[src/rtl/irq_pending_latch_if.sv]
// Request/acknowledge bundle between the interrupt source side and irq_pending_latch.
// master drives requests, mask and acknowledges; slave is the latch itself.
interface irq_pending_latch_if;
    logic [3:0] req_in;
    logic [3:0] mask;
    logic       ack;
    logic [1:0] ack_idx;
    logic       ovr_clr;
    logic [3:0] pend;
    logic       irq;
    logic [3:0] overrun;

    modport master (
        output req_in, mask, ack, ack_idx, ovr_clr,
        input  pend, irq, overrun
    );

    modport slave (
        input  req_in, mask, ack, ack_idx, ovr_clr,
        output pend, irq, overrun
    );
endinterface

[src/rtl/irq_pending_latch.sv]
// Four-channel interrupt front end: synchronize, edge-detect, hold pending until acked by index.
// Define IRQ_OVERRUN_EN to build the sticky per-channel overrun flags and their ovr_clr logic.
module irq_pending_latch #(
    parameter int SYNC_STAGES = 2
) (
    input  logic           clk,
    input  logic           rst_n,
    irq_pending_latch_if.slave bus
);

    logic [3:0] sync_q [SYNC_STAGES];
    logic [3:0] prev_q;
    logic [3:0] pnd_q;
    logic [3:0] pnd_d;
    logic [3:0] rise;
    logic [3:0] ack_hit;

    always_ff @(posedge clk or negedge rst_n) begin
        if (!rst_n) begin
            for (int s = 0; s < SYNC_STAGES; s++) begin
                sync_q[s] <= 4'b0000;
            end
            prev_q <= 4'b0000;
        end else begin
            sync_q[0] <= bus.req_in;
            for (int s = 1; s < SYNC_STAGES; s++) begin
                sync_q[s] <= sync_q[s-1];
            end
            prev_q <= sync_q[SYNC_STAGES-1];
        end
    end

    // A new event beats a same-cycle acknowledge of the same channel.
    always_comb begin
        rise    = sync_q[SYNC_STAGES-1] & ~prev_q;
        ack_hit = 4'b0000;
        if (bus.ack) begin
            ack_hit = 4'b0001 << bus.ack_idx;
        end
        pnd_d = rise | (pnd_q & ~ack_hit);
    end

    always_ff @(posedge clk or negedge rst_n) begin
        if (!rst_n) begin
            pnd_q <= 4'b0000;
        end else begin
            pnd_q <= pnd_d;
        end
    end

    assign bus.pend = pnd_q & bus.mask;
    assign bus.irq  = |(pnd_q & bus.mask);

`ifdef IRQ_OVERRUN_EN
    logic [3:0] ovr_q;
    logic [3:0] ovr_set;
    logic [3:0] ovr_d;

    // A fresh overrun survives a same-cycle clear.
    always_comb begin
        ovr_set = rise & pnd_q & ~ack_hit;
        if (bus.ovr_clr) begin
            ovr_d = ovr_set;
        end else begin
            ovr_d = ovr_q | ovr_set;
        end
    end

    always_ff @(posedge clk or negedge rst_n) begin
        if (!rst_n) begin
            ovr_q <= 4'b0000;
        end else begin
            ovr_q <= ovr_d;
        end
    end

    assign bus.overrun = ovr_q;
`else
    logic unused_ovr_clr;
    assign unused_ovr_clr = bus.ovr_clr;
    assign bus.overrun    = 4'b0000;
`endif

endmodule
[src/flat_wrapper.sv]
// flat-port wrapper written by rule: the top's interface ports become plain ports
module irq_pending_latch_flat 
#(
    parameter int SYNC_STAGES = 2
)
  (clk, rst_n, bus_req_in, bus_mask, bus_ack, bus_ack_idx, bus_ovr_clr, bus_pend, bus_irq, bus_overrun);
  irq_pending_latch_if bus_i ();
  input  logic clk;
  input  logic rst_n;
  input wire logic [$bits(bus_i.req_in)-1:0] bus_req_in;
  input wire logic [$bits(bus_i.mask)-1:0] bus_mask;
  input wire logic [$bits(bus_i.ack)-1:0] bus_ack;
  input wire logic [$bits(bus_i.ack_idx)-1:0] bus_ack_idx;
  input wire logic [$bits(bus_i.ovr_clr)-1:0] bus_ovr_clr;
  output wire logic [$bits(bus_i.pend)-1:0] bus_pend;
  output wire logic [$bits(bus_i.irq)-1:0] bus_irq;
  output wire logic [$bits(bus_i.overrun)-1:0] bus_overrun;
  assign bus_i.req_in = bus_req_in;
  assign bus_i.mask = bus_mask;
  assign bus_i.ack = bus_ack;
  assign bus_i.ack_idx = bus_ack_idx;
  assign bus_i.ovr_clr = bus_ovr_clr;
  assign bus_pend = bus_i.pend;
  assign bus_irq = bus_i.irq;
  assign bus_overrun = bus_i.overrun;
  irq_pending_latch #(.SYNC_STAGES(SYNC_STAGES)) u_core (.clk(clk), .rst_n(rst_n), .bus(bus_i));
endmodule
[config.mk]
export PLATFORM = sky130hd
export DESIGN_NAME = irq_pending_latch_flat
export DESIGN_NICKNAME = d
export VERILOG_FILES = /design/src/rtl/irq_pending_latch_if.sv /design/src/rtl/irq_pending_latch.sv /design/src/flat_wrapper.sv
export SDC_FILE = /design/constraint.sdc
export NUM_CORES = 1
export LEC_CHECK = 0
export CAP_MARGIN = 20
export CORE_MARGIN = 5
export CORE_UTILIZATION = 35
export CTS_CLUSTER_DIAMETER = 40
export CTS_CLUSTER_SIZE = 14
export DETAILED_ROUTE_END_ITERATION = 7
export MAX_ROUTING_LAYER = met4
export PLACE_DENSITY = 0.76
export SYNTH_ARGS = -nofsm -noshare
export SYNTH_HDL_FRONTEND = slang
export SYNTH_SLANG_ARGS = --single-unit
[constraint.sdc]
create_clock -name clk -period 1.1 [get_ports clk]
set_input_delay 0.165 -clock clk [delete_from_list [all_inputs] [get_ports clk]]
set_output_delay 0.165 -clock clk [all_outputs]
set_load 0.005 [all_outputs]
### Yosys cells after proc, flatten, opt, wreduce, memory -nomap -nowiden

Cells that the tools add are included.

| operators by class | value |
|---|---|
| add/subtract/negate cells | 0 |
| multiply operators | 0 |
| div/mod/pow operators | 0 |
| order comparisons | 0 |
| eq/ne operators | 0 |
| shifts and indexed selects | 1 |
| mux-type cells | 1 |
| bitwise operators | 6 |
| reduce and logical (&&, ||, !) cells | 1 |

Operators by type and width:

| kind | number |
|---|---|
| 4-bit bitwise AND | 3 |
| 4-bit NOT | 2 |
| 4-bit 2-to-1 mux | 1 |
| 4-bit OR | 1 |
| 4-bit OR reduction | 1 |
| 1-bit by 2-bit left shift with 4-bit output (first input constant) | 1 |

| word-level totals | value |
|---|---|
| register bits after elaboration | 16 |
| latch bits | 0 |
| memory bits (writable) | 0 |
| bits in read-only memories | 0 |
| input bits | 14 |
| output and inout port bits | 9 |
| word-level logic and storage cells | 13 |
| memories | 0 |

### Depth between registers and ports, before layout

Gate-level depths: netlist of run 1.

| logic depth | value |
|---|---|
| depth after elaboration | 5 |
| mapped depth | 2 |
| depth with buffers taken out | 2 |

### Least setup slack after synthesis of run 1

Ideal clock, no wire load.

| timing path | value |
|---|---|
| path type | reg-to-output |
| start point | register u_core.pnd_q[2] |
| end point | output port bus_irq |
| arrival time | 1009 ps |
| path slack | -74 ps |
| stages on the path, launching flop included | 3 |
| path buffers | 0 |
| cells stage by stage | dfrtp_1 and2_4 or4_4 |

| between the ends | value |
|---|---|
| word-level cells in the longest chain between the ends | 2 |

Ends and longest elaborated chain:

| item | RTL line | RTL |
|---|---|---|
| from (decl) | irq_pending_latch.sv:13 | `logic [3:0] pnd_q;` |
| from (signal assigned) | irq_pending_latch.sv:47 | `pnd_q <= pnd_d;` |
| 4-bit bitwise AND | n/a |  |
| net bus_pend[2] | flat_wrapper.sv:15 | `output wire logic [$bits(bus_i.pend)-1:0] bus_pend;` |
| 4-bit OR reduction | irq_pending_latch.sv:52 | `assign bus.irq = \|(pnd_q & bus.mask);` |
| to (decl) | flat_wrapper.sv:16 | `output wire logic [$bits(bus_i.irq)-1:0] bus_irq;` |

The timed path passes the listed nets, and every way through them passes these cells.

### Final worst setup path of run 1

| timing path | value |
|---|---|
| start point | register u_core.pnd_q[2] |
| end point | output port bus_irq |

| between the ends | value |
|---|---|
| word-level cells in the longest chain between the ends | 2 |

Ends and longest elaborated chain:

| item | RTL line |
|---|---|
| 4-bit bitwise AND | irq_pending_latch.sv:52 |
| 4-bit OR reduction | irq_pending_latch.sv:52 |

No other way between the ends.

==> metrics.md, run 1 <==
| Metric | Value |
|---|---|
| Pwr dens | 1370 nW/um2 |
| Final setup violating endpoints | 3 |
| Via count | 361 |
| Clk root buf | clkbuf_4 |
| Max_cap viols | 0 |
| CTS H-tree depth | 1 |
| Vias in the first global route | 387 |
| Final Hold Viols | 0 |
| Detail Route Antenna Nets | 0 |
| Slew Limit Fails | 0 |
| Failing checks | negative setup slack |
| CP Launch Type | register |
| Die area | 2470 um2 |
| Synth Instances | 39 |
| Pwr Total | 1.12 mW |
| DRC | 0 |
| VDD IR max | 790 uV |
| Initial core utilization | 36.6% |
| Synth Flop Type | dfrtp_1 |
| Top-area cell type share of the netlist area | 72.6% |
| Area of the core | 1510 um2 |
| ANT cells | 0 |
| CP arrival | 1.44 ns |
| Syn-to-layout area delta | 48.1% |
| Worst Setup SP | u_core.pnd_q[2]$_DFF_PN0_ |
| Gr ovfl total | 0 |
| RSZ-0062 raised after global routing | true |
| Crit path time final | 1.60 ns |
| Gr usage total | 8.48% |
| CP Data Required Time | 0.94 ns |
| Commonest cells post-synth | dfrtp_1, inv_1, buf_4 |
| Bufs on Longest Clock Path | 2 |
| Top cells by area, synth | dfrtp_1, buf_4, a22o_1 |
| FFs w/ async S/R, synth | 100% |
| Drt first-iter violations | 2 |
| Final Wtd Congestion | 0.737 |
| Clock Latency Late Sink | 0.27 ns |
| Min-delay worst type | input pin to asynchronous set/reset pin |
| Post-layout nets | 82 |
| Dpl cells | 75 |
| CTS Sinks | 16 |
| Die Span X | 49.7 um |
| Synth unique cells | 12 |
| Hold_buf cts | 0 |
| CTS Buf Count | 3 |
| Reg2Reg Setup Slack | 0.17 ns |
| Port bufs | 17 |
| P_leak | 0.395 nW |
| Global-route wire length before repair | 1560 um |
| Post-Syn Area | 552 um2 |
| Crit Reg-Reg Startpoint | u_core.pnd_q[3]$_DFF_PN0_ |
| Wire per inst | 11.9 um |
| Row count | 14 |
| Highest clock rate | 623 MHz |
| Final WS setup | -0.505 ns |
| Crit path max fanout | 2 |
| Clk_skew | 0.00127 ns |
| CTS clk-pin slew, worst paths | 0.08 ns |
| Number of synthesis warnings | 0 |
| Critical Path End Type | output pin |
| Via density | 4.40 |
| Cell with the most instances after synthesis | dfrtp_1 |
| Drt total wl | 972 um |
| Die height | 49.7 um |
| Yosys top cell by area | dfrtp_1 |
| Finished Layout Cells | 82 |
| Initial antenna violation count | 0 |
| Crit share post-route | 146% |
| CTS tree | done |
| Crit path to | bus_irq |
| Post-synth EDFFs | 0 |
| Worst r2r path cells | 3 |
| FF+latch count, synth | 16 |
| TritonRoute pass-1 iters | 3 |
| Crit Reg-Reg Endpoint | u_core.pnd_q[3]$_DFF_PN0_ |
| Setup TNS | -0.716 ns |
| Setup CP Type | register to output pin |
| Mapped Avg Cell Area | 14.1 um2 |
| Register area share after synthesis | 72.6% |
| Finished Core Util | 54.2% |
| Largest net degree at the start of global routing | 17 |
| Layout cell share with drive strength beyond 1 | 30.3% |
| Detailed Place HPWL | 686 um |
| Status | complete, but fails checks |
| IO Pins | 23 |
## how the worst min path moves through the flow
| stage | startpoint | to | slack (ns) | cells after the start |
|---|---|---|---|---|
| after floorplan | rst_n | u_core.pnd_q[0]$_DFF_PN0_ | -0.13 | 0 |
| after global placement | u_core.sync_q[6]$_DFF_PN0_ | u_core.sync_q[2]$_DFF_PN0_ | 0.33 | 0 |
| after detailed placement | u_core.sync_q[5]$_DFF_PN0_ | u_core.sync_q[1]$_DFF_PN0_ | 0.34 | 0 |
| after CTS | rst_n | u_core.pnd_q[1]$_DFF_PN0_ | 0.21 | 2 |
| after global routing | rst_n | u_core.prev_q[3]$_DFF_PN0_ | 0.23 | 2 |
| final | rst_n | u_core.prev_q[2]$_DFF_PN0_ | 0.21 | 2 |
## area by class of cell
class	count	area, um2
clock buffers	3	22.5
inverters	5	18.8
flip-flops and latches	16	400
multi-input cells	17	121
fillers	140	689
repair buffers	25	234
well taps	16	20.0
## layer usage
layer / up-vias / GRT usage, % / routed length [um]
li1: 174 / - / -
met1: 168 / 9.73 / 430
met2: 19 / 12.1 / 418
met3: 0 / 4.52 / 123
met4: 0 / 3.93 / 0
met5: - / - / 0
## flip-flops by register name, indices dropped and copies added, names as in the netlist
signal and count:
u_core.prev_q 4, u_core.pnd_q 4, u_core.sync_q 8
## power breakdown
part / internal, mW / switching [mW] / total [mW]
logic: 0.137 / 0.0605 / 0.198
registers: 0.626 / 0.0161 / 0.642
clock network: 0.127 / 0.152 / 0.278
total: 0.890 / 0.228 / 1.12
## stage by stage
stage / hold slack (ns) / area, um2 / setup WS (ns)
5_1_grt: 0.229 / 817 / -0.544
2_1_floorplan: -0.131 / 563 / -0.0739
3_5_place_dp: 0.336 / 753 / -0.748
3_3_place_gp: 0.332 / 753 / -0.751
4_1_cts: 0.212 / 782 / -0.524
6_report: 0.208 / 817 / -0.505
## critical path, cell delays in order, from the launching register on
cell     delay (ns)
dfrtp_1        0.38
and2_4         0.14
or4_4          0.52
buf_6          0.13
## cell families (layout without fill, tap and decap cells)
logic type / count (synthesis) / count (layout) / synth area share (%)
other: 1 / 4 / 0.680
and+or+nand+nor: 9 / 9 / 12.0
DFF: 16 / 16 / 72.6
buffers and inverters: 9 / 33 / 8.84
AOI/OAI and AO/OA: 4 / 4 / 5.90
## placed cells by master (no fill, tap or decap)
master / n
or4_4: 1
clkbuf_4: 3
conb_1: 4
o22ai_1: 1
buf_4: 8
dfrtp_1: 16
a22o_1: 3
buf_6: 4
dlygate4sd2_1: 1
clkdlybuf4s50_1: 12
nor3b_1: 1
inv_1: 5
nand3_1: 1
and2_4: 4
nand3b_1: 2
## repair_timing
item	4_1_cts	5_1_grt
cloned	0	0
setup buffers	1	3
pin swaps	0	3
gates resized for setup	22	2
hold endpoints to repair	0	0
setup endpoints to repair	5	5
No activity file was read; power rests on OpenSTA's default activity.
==> run 2: changes to the inputs <==
--- a/config.mk
+++ b/config.mk
@@ -11,6 +11,7 @@
 export CTS_CLUSTER_DIAMETER = 40
 export CTS_CLUSTER_SIZE = 14
 export DETAILED_ROUTE_END_ITERATION = 7
+export HOLD_SLACK_MARGIN = 0.1
 export MAX_ROUTING_LAYER = met4
 export PLACE_DENSITY = 0.76
 export SYNTH_ARGS = -nofsm -noshare
==> results of run 2 <==
The final DEF is identical to that of run 1; final timing and power are the same.
